<file path="config.mk">
export PLATFORM = sky130hd
export DESIGN_NAME = dmem_arbiter
export DESIGN_NICKNAME = d
export VERILOG_FILES = /design/src/rtl/dmem_arb_pkg.sv /design/src/rtl/dmem_arbiter.sv
export SDC_FILE = /design/constraint.sdc
export NUM_CORES = 1
export LEC_CHECK = 0
export BUFFER_PORTS_ARGS = -buffer_cell sky130_fd_sc_hd__clkbuf_2
export CORE_MARGIN = 5
export CORE_UTILIZATION = 37
export DETAILED_ROUTE_END_ITERATION = 12
export PLACE_DENSITY_LB_ADDON = 0.2
export SYNTH_ARGS = -nofsm -noshare
export SYNTH_HDL_FRONTEND = slang
export SYNTH_SLANG_ARGS = --single-unit
</file>
<file path="constraint.sdc">
create_clock -name clk -period 1.4 [get_ports clk]
set_input_delay 0.21 -clock clk [delete_from_list [all_inputs] [get_ports clk]]
set_output_delay 0.21 -clock clk [all_outputs]
set_load 0.01 [all_outputs]
</file>
<file path="src/rtl/dmem_arb_pkg.sv">
// Shared types for the data-memory arbiter: FSM state encoding and owner tags
// used to remember which requester was granted most recently.
package dmem_arb_pkg;

    typedef enum logic [1:0] {
        IDLE = 2'd0,
        CORE = 2'd1,
        HOST = 2'd2
    } arb_state_t;

    localparam logic OWN_CORE = 1'b0;
    localparam logic OWN_HOST = 1'b1;

endpackage

</file>
<file path="src/rtl/dmem_arbiter.sv">
// Round-robin arbiter sharing the single-port dat_mem between the core
// load/store path and the host loader, with a bounded host burst lock.
module dmem_arbiter
    import dmem_arb_pkg::*;
#(
    parameter int AW       = 8,
    parameter int DW       = 8,
    parameter int MAX_LOCK = 8
) (
    input  logic          clk,
    input  logic          reset,
    input  logic          core_req,
    input  logic          core_we,
    input  logic [AW-1:0] core_addr,
    input  logic [DW-1:0] core_wdata,
    output logic          core_gnt,
    output logic          core_rvalid,
    output logic [DW-1:0] core_rdata,
    output logic          core_stall,
    input  logic          host_req,
    input  logic          host_we,
    input  logic [AW-1:0] host_addr,
    input  logic [DW-1:0] host_wdata,
    input  logic          host_lock,
    output logic          host_gnt,
    output logic          host_rvalid,
    output logic [DW-1:0] host_rdata,
    output logic          mem_wr_en,
    output logic [AW-1:0] mem_addr,
    output logic [DW-1:0] mem_dat_in,
    input  logic [DW-1:0] mem_dat_out
);

    localparam int CW = (MAX_LOCK > 1) ? $clog2(MAX_LOCK) : 1;
    localparam logic [CW-1:0] LOCK_TOP = CW'(MAX_LOCK - 1);

    arb_state_t    state_q, state_d;
    logic          last_q, last_d;
    logic [CW-1:0] lock_cnt_q, lock_cnt_d;
    logic          lock_hold;
    logic          core_rvalid_q, host_rvalid_q;
    logic [DW-1:0] core_rdata_q, host_rdata_q;

    assign core_gnt    = (state_q == CORE) && core_req;
    assign host_gnt    = (state_q == HOST) && host_req;
    assign core_stall  = core_req && !core_gnt;
    assign core_rvalid = core_rvalid_q;
    assign core_rdata  = core_rdata_q;
    assign host_rvalid = host_rvalid_q;
    assign host_rdata  = host_rdata_q;

    // Host keeps the memory only while the core has not yet waited MAX_LOCK beats.
    assign lock_hold = host_lock && host_req && (!core_req || (lock_cnt_q < LOCK_TOP));

    always_comb begin
        mem_wr_en  = 1'b0;
        mem_addr   = '0;
        mem_dat_in = '0;
        if (core_gnt) begin
            mem_wr_en  = core_we;
            mem_addr   = core_addr;
            mem_dat_in = core_wdata;
        end else if (host_gnt) begin
            mem_wr_en  = host_we;
            mem_addr   = host_addr;
            mem_dat_in = host_wdata;
        end
    end

    always_comb begin
        state_d = state_q;
        case (state_q)
            IDLE: begin
                if (core_req && host_req) state_d = (last_q == OWN_HOST) ? CORE : HOST;
                else if (core_req)        state_d = CORE;
                else if (host_req)        state_d = HOST;
                else                      state_d = IDLE;
            end
            CORE: begin
                if (host_req)      state_d = HOST;
                else if (core_req) state_d = CORE;
                else               state_d = IDLE;
            end
            HOST: begin
                if (lock_hold)     state_d = HOST;
                else if (core_req) state_d = CORE;
                else if (host_req) state_d = HOST;
                else               state_d = IDLE;
            end
            default: state_d = IDLE;
        endcase
    end

    always_comb begin
        last_d = last_q;
        if (core_gnt)      last_d = OWN_CORE;
        else if (host_gnt) last_d = OWN_HOST;

        lock_cnt_d = lock_cnt_q;
        if (!core_req || (state_d != HOST))
            lock_cnt_d = '0;
        else if (host_gnt && host_lock && (lock_cnt_q != LOCK_TOP))
            lock_cnt_d = lock_cnt_q + 1'b1;
    end

    always_ff @(posedge clk or posedge reset) begin
        if (reset) begin
            state_q       <= IDLE;
            last_q        <= OWN_HOST;
            lock_cnt_q    <= '0;
            core_rvalid_q <= 1'b0;
            host_rvalid_q <= 1'b0;
            core_rdata_q  <= '0;
            host_rdata_q  <= '0;
        end else begin
            state_q       <= state_d;
            last_q        <= last_d;
            lock_cnt_q    <= lock_cnt_d;
            core_rvalid_q <= core_gnt && !core_we;
            host_rvalid_q <= host_gnt && !host_we;
            if (core_gnt && !core_we) core_rdata_q <= mem_dat_out;
            if (host_gnt && !host_we) host_rdata_q <= mem_dat_out;
        end
    end

    // A requester may not withdraw before it has been served.
    a_core_hold: assert property (@(posedge clk) disable iff (reset)
        core_req && !core_gnt |=> core_req);
    a_host_hold: assert property (@(posedge clk) disable iff (reset)
        host_req && !host_gnt |=> host_req);

endmodule

</file>
==> impl_metrics.env <==
export IMPL_vias=1245
export IMPL_row_count=21
export IMPL_synth_compound_area_share=0.195
export IMPL_cts_inserted_buffers=3
export IMPL_clockBufferDepth=2
export IMPL_rsz0062_at_grt="true"
export IMPL_syn_avg_cell_area_um2=12.6
export IMPL_cts_sinks=24
export IMPL_viasPerCell=5.02
export IMPL_tightest_slew_ns=0.382
export IMPL_r2r_start="state_q[1]"
export IMPL_required_ns=1.19
export IMPL_cts_tree="built"
export IMPL_synth_cell_types=27
export IMPL_hp_class="in -> reg"
export IMPL_cpPeakStageDelay_ns=0.42
export IMPL_syn_nets=147
export IMPL_crit_fanout=10
export IMPL_die_y_um=67.8
export IMPL_critPathKind="reg -> out"
export IMPL_status="finished, violations left"
export IMPL_clk_latency_ns=0.31
export IMPL_yosys_mux_area_fraction=0.170
export IMPL_hold_path_endpoint="core_rdata[4]"
export IMPL_drt_total_wl_um=3780
export IMPL_cp_buffers_inverters=2
export IMPL_drt_pass1_iterations=4
export IMPL_nNetsFinal=252
export IMPL_tns_ns=-7.97
export IMPL_crit_arrival_ns=1.50
export IMPL_slowest_stage="dfrtp_1"
export IMPL_maxCapViolCount=0
export IMPL_yosysSeqAreaShare=0.486
export IMPL_grt_pass1_vias=1319
export IMPL_async_flop_share=1.00
export IMPL_syn_inst=98
export IMPL_whs_ns=0.138
export IMPL_placed_area_um2=1830
export IMPL_final_cell_area_um2=2060
export IMPL_ff2ff_setup_slack_ns=-0.26
export IMPL_drc_errors=0
export IMPL_cpLargestDelayFamily="flip-flops"
export IMPL_fmax_mhz=586
export IMPL_drtAntennaViolNets=0
export IMPL_final_util=0.629
export IMPL_finClkSkew_ns=0.00184
export IMPL_worst_slack_ns=-0.306
export IMPL_die_w_um=67.8
export IMPL_finalCritPeriodShare=1.22
export IMPL_ys_warn_count=0
export IMPL_irDropWorstVdd_uv=486
export IMPL_worstSetupEndpointType="primary output"
export IMPL_initial_core_util=0.377
export IMPL_relSlewSlack=0.745
export IMPL_drtIter0Drc=34
export IMPL_hold_violations=0
export IMPL_dp_hpwl_um=2760
export IMPL_grt_antenna_before_repair=0
export IMPL_grt_max_degree=20
export IMPL_ys_ff_latch=24
export IMPL_period_needed_ns=1.71
export IMPL_antenna_cells=0
export IMPL_wl_per_cell_um=15.2
export IMPL_violations="setup timing"
export IMPL_area_growth_pct=66.8
export IMPL_dpl_worst_slack_ns=-0.0765
export IMPL_core_um2=3280
export IMPL_synthFlopType="dfrtp_1"
export IMPL_synth_cell_area_um2=1240
export IMPL_gp_congestion=0.780
export IMPL_crit_start="state_q[1]"
export IMPL_r2r_end="core_rdata[3]"
export IMPL_slew_violations=0
export IMPL_min_path_cells=2
export IMPL_drive_above_1_share=0.698
export IMPL_root_buffer="clkbuf_4"
export IMPL_die_area_um2=4600
export IMPL_synthSimpleGateAreaFrac=0.0849
export IMPL_grt_overflow_total=0
export IMPL_synth_xor_area_frac=0
export IMPL_crit_chain="and3b_2 > buf_6 > a22o_1 > clkbuf_2"
export IMPL_synth_edf_count=0
export IMPL_r2r_cells=6
export IMPL_pin_count=85
export IMPL_start_kind="flip-flop"
export IMPL_synth_top_family_by_area="compound AO/OA/AOI/OAI gates"
export IMPL_synth_adder_area_share=0.0202
export IMPL_setup_viol=36
export IMPL_hold_start="mem_dat_out[4]"
export IMPL_p_leak_nw=1.10
export IMPL_power_density_nw_per_um2=1470
export IMPL_clk_pin_slew_worst_paths_ns=0.13
export IMPL_track_usage=0.157
export IMPL_port_buffers=84
export IMPL_grt_pass1_wl_um=5600
export IMPL_cts_htree_levels=1
## power breakdown
| group | switching, mW | total (mW) | internal [mW] |
|---|---|---|---|
| Sequential | 0.156 | 1.12 | 0.967 |
| Combinational | 0.609 | 1.42 | 0.807 |
| Clock | 0.210 | 0.499 | 0.289 |
## placed cells by master, fill, tap and decap left out, drive strengths merged, types with 2 or more instances in the layout
| cell type | count |
|---|---|
| a211oi | 3 |
| a21oi | 3 |
| a22o | 17 |
| buf | 22 |
| clkbuf | 85 |
| dfrtp | 23 |
| ha | 2 |
| inv | 6 |
| mux2 | 16 |
| nand2b | 2 |
| nand3 | 2 |
| nor2 | 2 |
| nor2b | 2 |
| o21ai | 5 |
## repair_timing
| item | CTS | global route |
|---|---|---|
| gates cloned | 1 | 2 |
| buffers inserted | 3 | 4 |
| setup endpoints to repair | 30 | 39 |
| endpoints found under the hold margin | 7 | 0 |
| pin swaps | 0 | 3 |
| gates resized for setup | 12 | 30 |
| hold buffers | 1 | 0 |
## area by class of cell
class | instances | area (µm²)
clock inverters | 1 | 30.0
inverters | 6 | 32.5
multi-input cells | 63 | 667
repair buffers | 105 | 653
clock buffers | 3 | 22.5
fillers | 248 | 1220
well taps | 46 | 57.6
flip-flops and latches | 24 | 602
## metrics by stage
stage | instances | power [mW]
floorplan | 98 | 1.81
global placement | 236 | 2.33
detailed placement | 236 | 2.37
CTS | 245 | 2.91
global route | 248 | 3.24
finish | 248 | 3.04
## cells in the mapped netlist, types with 2 or more instances
| master | count | area (µm²) |
|---|---|---|
| mux2_2 | 8 | 90.1 |
| mux2_4 | 8 | 120 |
| a211oi_1 | 2 | 15.0 |
| ha_1 | 2 | 25.0 |
| nand2b_1 | 2 | 12.5 |
| nor2b_1 | 2 | 12.5 |
| nand3_1 | 2 | 10.0 |
| a21oi_1 | 3 | 15.0 |
| o21ai_0 | 5 | 25.0 |
| dfrtp_1 | 23 | 576 |
| buf_2 | 4 | 20.0 |
| a22o_1 | 17 | 149 |
| inv_1 | 6 | 22.5 |
## state kept, by name (all words and copies together) (netlist names)
name and flops:
host_rvalid 1, core_rvalid 1, core_rdata 8, host_rdata 8, lock_cnt_q 3, last_q 1
state_q 2
## worst max path at each step
stage	endpoint	slack [ns]	depth (start not counted)
4_1_cts	mem_addr[2]	-0.28	4
6_report	mem_dat_in[2]	-0.31	4
5_1_grt	mem_addr[2]	-0.36	4
3_5_place_dp	lock_cnt_q[0]	-0.08	5
3_3_place_gp	lock_cnt_q[0]	-0.04	5
2_1_floorplan	lock_cnt_q[0]	-0.04	5
## layer usage
| metal | vias up | GRT usage | wire length [µm] |
|---|---|---|---|
| met4 | 0 | 0.0397 | 0 |
| met3 | 0 | 0.0246 | 336 |
| met2 | 66 | 0.293 | 1920 |
| li1 | 581 | - | - |
| met1 | 598 | 0.187 | 1520 |
| met5 | - | 0 | 0 |
## logic make-up (layout without fill, tap and decap cells)
kind of cell	after synthesis	in the layout
multiplexers	16	16
AO/OA/AOI/OAI	31	31
buffers and inverters	11	115
AND/OR/NAND/NOR	14	14
flip-flops	24	24
adder cells (fa/ha/maj)	2	2
No activity file was read; power rests on OpenSTA's default activity.
